$ cat src/rtl/adder_arb_pkg.sv
// Shared types and helpers for the round-robin shared-adder arbiter.
package adder_arb_pkg;

  typedef enum logic [0:0] {
    ARB_IDLE = 1'b0,
    ARB_RESP = 1'b1
  } t_arb_state;

  localparam int unsigned GRANT_CNT_W = 16;

  // Round-robin successor of idx in a ring of n entries.
  function automatic int unsigned rr_next(input int unsigned idx, input int unsigned n);
    return (idx >= n - 1) ? 0 : idx + 1;
  endfunction

endpackage

$ cat src/rtl/adder_arb_rr_pick.sv
// Combinational round-robin picker: first asserted request at or after rr_ptr, wrapping.
module adder_arb_rr_pick #(
  parameter int unsigned NUM_REQ = 4,
  localparam int unsigned IDX_W  = (NUM_REQ > 1) ? $clog2(NUM_REQ) : 1
) (
  input  logic [NUM_REQ-1:0] req,
  input  logic [IDX_W-1:0]   rr_ptr,
  output logic [NUM_REQ-1:0] grant,
  output logic [IDX_W-1:0]   grant_idx
);

  logic [2*NUM_REQ-1:0] dbl;
  logic [2*NUM_REQ-1:0] mask;
  int unsigned          hit;
  logic                 any;

  // Lower copy masked below rr_ptr, upper copy full: lowest set bit is the wrapped winner.
  always_comb begin
    mask      = {(2*NUM_REQ){1'b1}} << rr_ptr;
    dbl       = {req, req} & mask;
    hit       = 0;
    any       = 1'b0;
    for (int unsigned k = 0; k < 2*NUM_REQ; k++) begin
      if (dbl[k] && !any) begin
        hit = k;
        any = 1'b1;
      end
    end
    grant_idx = IDX_W'((hit >= NUM_REQ) ? hit - NUM_REQ : hit);
    grant     = any ? (NUM_REQ'(1) << grant_idx) : '0;
  end

endmodule

$ cat src/rtl/adder_rr_arbiter.sv
// One registered WIDTH-bit adder shared by NUM_REQ requesters under round-robin arbitration.
// Optional per-requester grant counters: define ADDER_RR_ARBITER_STATS_EN.
module adder_rr_arbiter
  import adder_arb_pkg::*;
#(
  parameter int unsigned NUM_REQ = 4,
  parameter int unsigned WIDTH   = 4,
  localparam int unsigned IDX_W  = (NUM_REQ > 1) ? $clog2(NUM_REQ) : 1
) (
  input  logic                           clock,
  input  logic                           reset,
  input  logic [NUM_REQ-1:0]             req_valid,
  output logic [NUM_REQ-1:0]             req_ready,
  input  logic [NUM_REQ*WIDTH-1:0]       req_a,
  input  logic [NUM_REQ*WIDTH-1:0]       req_b,
  output logic [NUM_REQ-1:0]             rsp_valid,
  input  logic [NUM_REQ-1:0]             rsp_ready,
  output logic [WIDTH:0]                 rsp_sum,
  output logic [NUM_REQ*GRANT_CNT_W-1:0] grant_cnt
);

  t_arb_state         state;
  logic [IDX_W-1:0]   rr_ptr;
  logic [IDX_W-1:0]   owner;
  logic [NUM_REQ-1:0] grant;
  logic [IDX_W-1:0]   grant_idx;
  logic               rsp_fire;
  logic               arb_open;
  logic               acc_fire;
  logic [WIDTH-1:0]   a_sel;
  logic [WIDTH-1:0]   b_sel;
  logic [WIDTH:0]     sum;

  adder_arb_rr_pick #(
    .NUM_REQ (NUM_REQ)
  ) u_pick (
    .req       (req_valid),
    .rr_ptr    (rr_ptr),
    .grant     (grant),
    .grant_idx (grant_idx)
  );

  // Handshake decode and operand select for the current winner.
  always_comb begin
    rsp_fire  = (state == ARB_RESP) && rsp_valid[owner] && rsp_ready[owner];
    arb_open  = (state == ARB_IDLE) || rsp_fire;
    req_ready = grant & {NUM_REQ{arb_open && !reset}};
    acc_fire  = |(req_valid & req_ready);
    a_sel     = req_a[32'(grant_idx)*WIDTH +: WIDTH];
    b_sel     = req_b[32'(grant_idx)*WIDTH +: WIDTH];
    sum       = (WIDTH+1)'(a_sel) + (WIDTH+1)'(b_sel);
  end

  // Result register, ownership and round-robin pointer; a new accept overrides a draining response.
  always_ff @(posedge clock) begin
    if (reset) begin
      state     <= ARB_IDLE;
      rr_ptr    <= '0;
      owner     <= '0;
      rsp_valid <= '0;
      rsp_sum   <= '0;
    end else if (acc_fire) begin
      state     <= ARB_RESP;
      owner     <= grant_idx;
      rsp_valid <= grant;
      rsp_sum   <= sum;
      rr_ptr    <= IDX_W'(rr_next(32'(grant_idx), NUM_REQ));
    end else if (rsp_fire) begin
      state     <= ARB_IDLE;
      rsp_valid <= '0;
    end
  end

`ifdef ADDER_RR_ARBITER_STATS_EN
  for (genvar i = 0; i < NUM_REQ; i++) begin : g_cnt
    logic [GRANT_CNT_W-1:0] cnt;

    // Saturating count of accepts for requester i.
    always_ff @(posedge clock) begin
      if (reset) begin
        cnt <= '0;
      end else if (req_valid[i] && req_ready[i] && (cnt != '1)) begin
        cnt <= cnt + GRANT_CNT_W'(1);
      end
    end

    assign grant_cnt[i*GRANT_CNT_W +: GRANT_CNT_W] = cnt;
  end
`else
  assign grant_cnt = '0;
`endif

endmodule

$ cat config.mk
export PLATFORM = sky130hd
export DESIGN_NAME = adder_rr_arbiter
export DESIGN_NICKNAME = d
export VERILOG_FILES = /design/src/rtl/adder_arb_pkg.sv /design/src/rtl/adder_arb_rr_pick.sv /design/src/rtl/adder_rr_arbiter.sv
export SDC_FILE = /design/constraint.sdc
export NUM_CORES = 1
export LEC_CHECK = 0
export ABC_AREA = 1
export CAP_MARGIN = 20
export CORE_ASPECT_RATIO = 1.1
export CORE_MARGIN = 3
export CORE_UTILIZATION = 35
export DETAILED_ROUTE_END_ITERATION = 7
export MAX_ROUTING_LAYER = met4
export PLACE_DENSITY = 0.81
export SLEW_MARGIN = 20
export SYNTH_ARGS = -nofsm -noshare
export SYNTH_HDL_FRONTEND = slang
export SYNTH_HIERARCHICAL = 1
export SYNTH_SLANG_ARGS = --single-unit
$ cat constraint.sdc
create_clock -name clock -period 4 [get_ports clock]
set_clock_uncertainty 0.15 [all_clocks]
set_input_delay 1.2 -clock clock [delete_from_list [all_inputs] [get_ports clock]]
set_output_delay 1.2 -clock clock [all_outputs]
set_load 0.01 [all_outputs]
==> results of run 1 <==
-- registers in the layout, summed over array words and instances, names as in the netlist --
signal	count
state	1
rr_ptr	2
owner	2
rsp_valid	4
rsp_sum	5
-- power breakdown --
| group | internal, W | switching [W] |
|---|---|---|
| logic | 0.000210 | 0.000242 |
| registers | 0.000164 | 0.0000166 |
| clock network | 0.0000873 | 0.0000537 |
-- metrics by stage --
stage | total power, W | instance area, um2
floorplan | 0.000504 | 1870
global placement | 0.000613 | 2080
detailed placement | 0.000619 | 2080
CTS | 0.000764 | 2150
global route | 0.000844 | 2190
finish | 0.000773 | 2190
-- cells in the final DEF, fill, tap and decap left out --
master           count
buf_2                2
xor2_1               1
o21ai_0             20
a21oi_1             11
nor2_2               4
nand3b_1             1
nand3_2              1
nand2_2              8
a21oi_2              1
inv_2                4
inv_1               14
xnor2_1              1
clkbuf_2             1
nand2_1             32
nor3_2               1
nand3_4              1
clkbuf_8             4
dlymetal6s2s_1       3
buf_4               21
o21ai_1              1
a32oi_1              2
o22ai_1              6
nand3b_2             1
fa_1                 1
nand2_4              1
nor2_4               1
dlygate4sd2_1        1
ha_1                 5
clkdlybuf4s50_1     47
conb_1              64
dfxtp_1             14
buf_8                1
nand4_1              4
nor2_1              32
nand3_1              7
-- metal layers --
layer / vias up / routed length (um)
met4: 0 / 49
met2: 94 / 1850
met3: 6 / 390
met5: - / 0
li1: 810 / -
met1: 706 / 1410
-- cell type report --
type | count | area [um2]
clock buffers | 4 | 55.1
fillers | 443 | 2220
inverters | 18 | 67.6
multi-input cells | 207 | 1020
flip-flops and latches | 14 | 280
well taps | 54 | 67.6
repair buffers | 76 | 704
-- cells by family (layout without fill, tap and decap cells) --
family                   after synthesis  count (layout)  share of synthesized area
AO/OA/AOI/OAI                         41              41                      0.135
buffers and inverters                 89              98                      0.367
adder cells (fa/ha/maj)                6               6                     0.0505
XOR/XNOR                               2               2                     0.0107
flip-flops                            14              14                      0.171
other                                  1              64                    0.00229
AND/OR/NAND/NOR                       94              94                      0.264
-- worst max-delay path by stage --
stage | startpoint | to | slack (ns) | cells past startpoint
floorplan | req_valid[3] | rsp_sum[3] | 0.41 | 16
global placement | req_valid[1] | req_ready[2] | -0.28 | 10
detailed placement | req_valid[1] | req_ready[2] | -0.33 | 10
CTS | req_valid[0] | req_ready[1] | 0.009 | 9
global route | req_valid[3] | req_ready[1] | -0.02 | 9
finish | req_valid[3] | req_ready[2] | 0.12 | 10
-- worst max-delay path: stages --
cell and delay [ns]:
clkdlybuf4s50_1 0.49, inv_2 0.05, nand2_2 0.08, nor2_4 0.05, nand3b_1 0.15, nand2_2 0.11, nor2_2 0.11, inv_1 0.05
nor2_1 0.10, buf_2 0.14
-- what timing repair did --
action,CTS,global route
buffers inserted,1,3
gates resized for setup,15,12
endpoints found under the hold margin,0,0
endpoints found under the setup margin,4,7
pin swaps,3,6
==> metrics.txt, run 1 <==
count leader, synth=buf_4; I/O Pins=119; hold path endpoint=rsp_sum[2]; Top FF cell, synth=dfxtp_1; minimum clock period=3.88 ns; setup ws final=0.124 ns; final setup violation count=0; initial antenna violation count=0; CTS max path bufs=2; Fmax=258 MHz; global-route wire length before repair=5.66 mm; Final Cycle Share=0.969; DR vias=1,616; worst reg-to-reg setup slack=1.16 ns; largest net degree at the start of global routing=21; PortBufs=54; Layout Utilization=0.497; synth unique cells=27; Sink Count=14; TritonRoute pass-1 iters=4; post-synth top area share=0.298; CP endpoint kind=primary output; worst hold margin=0.318 ns; crit-path max FO=3; capturing point of the worst reg2reg path=rsp_sum[1]; setup TNS=0 ns; Post-Route WL=3.70 mm; synth-to-layout area growth=34.0%; Final Hold Vio Count=0; H-Tree Level Count=1; Antenna diodes=0; hold depth=2; die width=71.2 um; # placed instances=365; global route overflow=0; Cell Count, Final, Fillers Out=373; power density over cell area=353 mW/mm2; CTS tree=yes; hpwl dp=3.01 mm; met1 usage=0.135; initial drt markers=72; wire per inst=9.92 um; DP Worst Slack=-0.331 ns; Cells after Synth=247; WS Path Type=primary input to primary output; clock slew at reported path FFs=0.06 ns; hold path start=rsp_sum[2]; post-route DRC violation count=0; Routed Antenna Nets=0; status=finished, final reports clean; Core Region=0.00441 mm2; M2 GR Usage=0.234; post-synth top area cell=buf_4; final RePlAce weighted congestion=0.877; register area share after synthesis=0.171; max-cap viol count=0; Peak VDD IR=0.179 mV; Global Route Usage Sum=0.127; cts bufs inserted=3; die height=77.7 um; Synth warnings=6; final count of pins violating max slew=0; vias in the first global route=1,357; DIE AREA=0.00553 mm2; # hold bufs at CTS=0; Post-synth top cells=buf_4 (65), nand2_1 (35), nor2_1 (34); EDFF count, synth=0; post-synthesis cell area=0.00164 mm2; CP startpoint kind=primary input; Post-layout nets=368; most used routing layer=met2; Hold Crit Class=flip-flop to flip-flop; Cell Rows=25; FF+latch count, synth=14; R2R depth=17; reg-to-reg startpoint=rr_ptr[1]; Skew-Pair Late Insertion Delay=0.25 ns; Initial Utilization=0.371; leakage power=1.06 nW; Async S/R FF share, synth=0; largest cells by area after synthesis=buf_4 (30%), dfxtp_1 (17%), nand2_1 (8.0%), nor2_1 (7.8%), o21ai_0 (6.4%); met3 usage=0.0259; vias per cell=4.33; Critical Path RT=2.65 ns; clock root cell=clkbuf_8; ratio of cells with drive above 1 in the final layout=0.163; Syn Area/Cell=6.63 um2; Critical Path AT=2.53 ns
Power figures use the tool's default switching activity.
==> inputs of run 2 (changes only) <==
--- a/config.mk
+++ b/config.mk
@@ -9,10 +9,11 @@
 export CAP_MARGIN = 20
 export CORE_ASPECT_RATIO = 1.1
 export CORE_MARGIN = 3
-export CORE_UTILIZATION = 35
+export CORE_UTILIZATION = 36
+export CTS_BUF_LIST = sky130_fd_sc_hd__clkbuf_8
 export DETAILED_ROUTE_END_ITERATION = 7
 export MAX_ROUTING_LAYER = met4
-export PLACE_DENSITY = 0.81
+export PLACE_DENSITY = 0.83
 export SLEW_MARGIN = 20
 export SYNTH_ARGS = -nofsm -noshare
 export SYNTH_HDL_FRONTEND = slang
==> run 2 against run 1 <==
- cell area up 1.1%
- sequential share of layout area down 0.14 points
- clock power down 18%
- critical path type unchanged
==> metrics.txt, run 2 (synthesis gave the netlist of run 1 again) <==
status=finished, final reports clean (unchanged); # hold bufs at CTS=0 (unchanged); wire per inst=10.8 um (was 9.92 um); capturing point of the worst reg2reg path=rsp_sum[4] (was rsp_sum[1]); power density over cell area=350 mW/mm2 (was 353 mW/mm2); worst reg-to-reg setup slack=1.13 ns (was 1.16 ns); synth-to-layout area growth=35.5% (was 34.0%); R2R depth=17 (unchanged); Core Region=0.00435 mm2 (was 0.00441 mm2); Global Route Usage Sum=0.133 (was 0.127); ratio of cells with drive above 1 in the final layout=0.155 (was 0.163); Critical-path top delay cell=clkdlybuf4s50_1 (unchanged); crit-path max FO=4 (was 3); initial antenna violation count=0 (unchanged); hpwl dp=3.15 mm (was 3.01 mm); H-Tree Level Count=1 (unchanged); global-route wire length before repair=5.91 mm (was 5.66 mm); vias per cell=4.39 (was 4.33); Post-Route WL=4.01 mm (was 3.70 mm); leakage power=1.08 nW (was 1.06 nW); Fmax=263 MHz (was 258 MHz); cts bufs inserted=3 (unchanged); Skew-Pair Late Insertion Delay=0.25 ns (about the same); Sink Count=14 (unchanged); Hold Crit Class=flip-flop to flip-flop (unchanged); Critical Path RT=2.65 ns (about the same); max FFs per register=5 (unchanged); die width=70.3 um (was 71.2 um); worst hold margin=0.329 ns (was 0.318 ns); Top Registers=rsp_sum x5, rsp_valid x4 (unchanged); DR vias=1,630 (was 1,616); vias in the first global route=1,449 (was 1,357); global route overflow=0 (unchanged); I/O Pins=119 (unchanged); clock root cell=clkbuf_8 (unchanged); RSZ-0062 raised after global routing=no; final setup violation count=0 (unchanged); final RePlAce weighted congestion=0.937 (was 0.877); CP cell instances=clkdlybuf4s50_1 -> nand2_1 -> nand2_1 -> nand3b_2 -> nand3_4 -> nand2_1 -> nor2_1 -> dlygate4sd2_1 (was clkdlybuf4s50_1 -> inv_2 -> nand2_2 -> nor2_4 -> nand3b_1 -> nand2_2 -> nor2_2 -> inv_1 -> nor2_1 -> buf_2); CP max stage delay=0.46 ns (was 0.49 ns); Antenna diodes=0 (unchanged); most common cell after layout, fill and taps aside=conb_1 (unchanged); Routed Antenna Nets=0 (unchanged); hold depth=2 (unchanged); hold path start=rsp_sum[2] (unchanged); die height=76.7 um (was 77.7 um); reg-to-reg startpoint=rr_ptr[0] (was rr_ptr[1]); Pwr Total=0.000775 W (was 0.000773 W); most used cell, CP=nand2_1 (was nand2_2); Final Hold Vio Count=0 (unchanged); minimum clock period=3.80 ns (was 3.88 ns); CP endpoint kind=primary output (unchanged); CTS tree=yes (unchanged); Layout Utilization=0.510 (was 0.497); Initial Utilization=0.376 (was 0.371); WS Path Type=primary input to primary output (unchanged); hold path endpoint=rsp_sum[2] (unchanged); TritonRoute pass-1 iters=4 (unchanged); clock slew at reported path FFs=0.06 ns (about the same); initial drt markers=92 (was 72); largest net degree at the start of global routing=21 (unchanged); max-cap viol count=0 (unchanged); Final Cycle Share=0.951 (was 0.969); DIE AREA=0.00539 mm2 (was 0.00553 mm2); Peak VDD IR=0.140 mV (was 0.179 mV); final count of pins violating max slew=0 (unchanged); post-route DRC violation count=0 (unchanged); Critical Path AT=2.45 ns (was 2.53 ns); Top reg by flops=rsp_sum (unchanged); PortBufs=54 (unchanged); CP startpoint kind=primary input (unchanged); Post-layout nets=367 (was 368); commonest cells after routing, fill and taps aside=conb_1 (64), clkdlybuf4s50_1 (46), nor2_1 (33), nand2_1 (32), o21ai_0 (19) (was conb_1 (64), clkdlybuf4s50_1 (47), nand2_1 (32), nor2_1 (32), buf_4 (21)); Cell Rows=25 (unchanged); CTS max path bufs=2 (unchanged)
## run 2: cell type report
cell class,instances,area (um2)
Inverter,18,67.6
Clock buffer,3,41.3
Timing Repair Buffer,75,734
Fill cell,449,2130
Tap cell,54,67.6
Multi-Input combinational cell,207,1030
Sequential cell,14,280
## run 2: where the power goes
group | leakage (nW) | internal, W | switching (W)
logic | 0.942 | 0.000226 | 0.000252
clock network | 0.0216 | 0.0000666 | 0.0000496
registers | 0.115 | 0.000164 | 0.0000171
total | 1.08 | 0.000457 | 0.000319
## run 2: critical path: cells and delay by family
family | cells | cell delay [ns]
and+or+nand+nor | 6 | 0.51
buffers and inverters | 2 | 0.73
## run 2: metrics by stage
step | cells | TNS [ns] | cell area (um2) | setup WS (ns)
final | 371 | 0 | 2220 | 0.197
after global routing | 371 | 0 | 2220 | 0.102
after CTS | 367 | -0.00669 | 2140 | -0.00669
after detailed placement | 364 | -1.38 | 2090 | -0.304
after global placement | 364 | -0.973 | 2090 | -0.255
after floorplan | 310 | 0 | 1870 | 0.408
## run 2: worst max-delay path by stage
stage | slack, ns | to | from | cells after the start
floorplan | 0.41 | rsp_sum[3] | req_valid[3] | 16
global placement | -0.26 | req_ready[2] | req_valid[1] | 10
detailed placement | -0.30 | req_ready[1] | req_valid[0] | 9
CTS | -0.007 | req_ready[1] | req_valid[1] | 9
global route | 0.10 | req_ready[3] | rsp_ready[1] | 8
finish | 0.20 | req_ready[3] | rsp_ready[1] | 8
## run 2: timing repair
item / in CTS / in global routing
endpoints found under the setup margin: 4 / 7
resized for setup: 14 / 18
gates cloned: 0 / 1
pin swaps: 2 / 11
buffers inserted: 0 / 3
## run 2: layer usage
layer / share of wire / wire length (um) / track usage / vias up
met5: 0 / 0 / - / -
li1: - / - / - / 809
met2: 0.52 / 2100 / 0.267 / 94
met1: 0.36 / 1430 / 0.129 / 721
met4: 0.0090 / 36 / 0.0287 / 0
met3: 0.11 / 439 / 0.0249 / 6
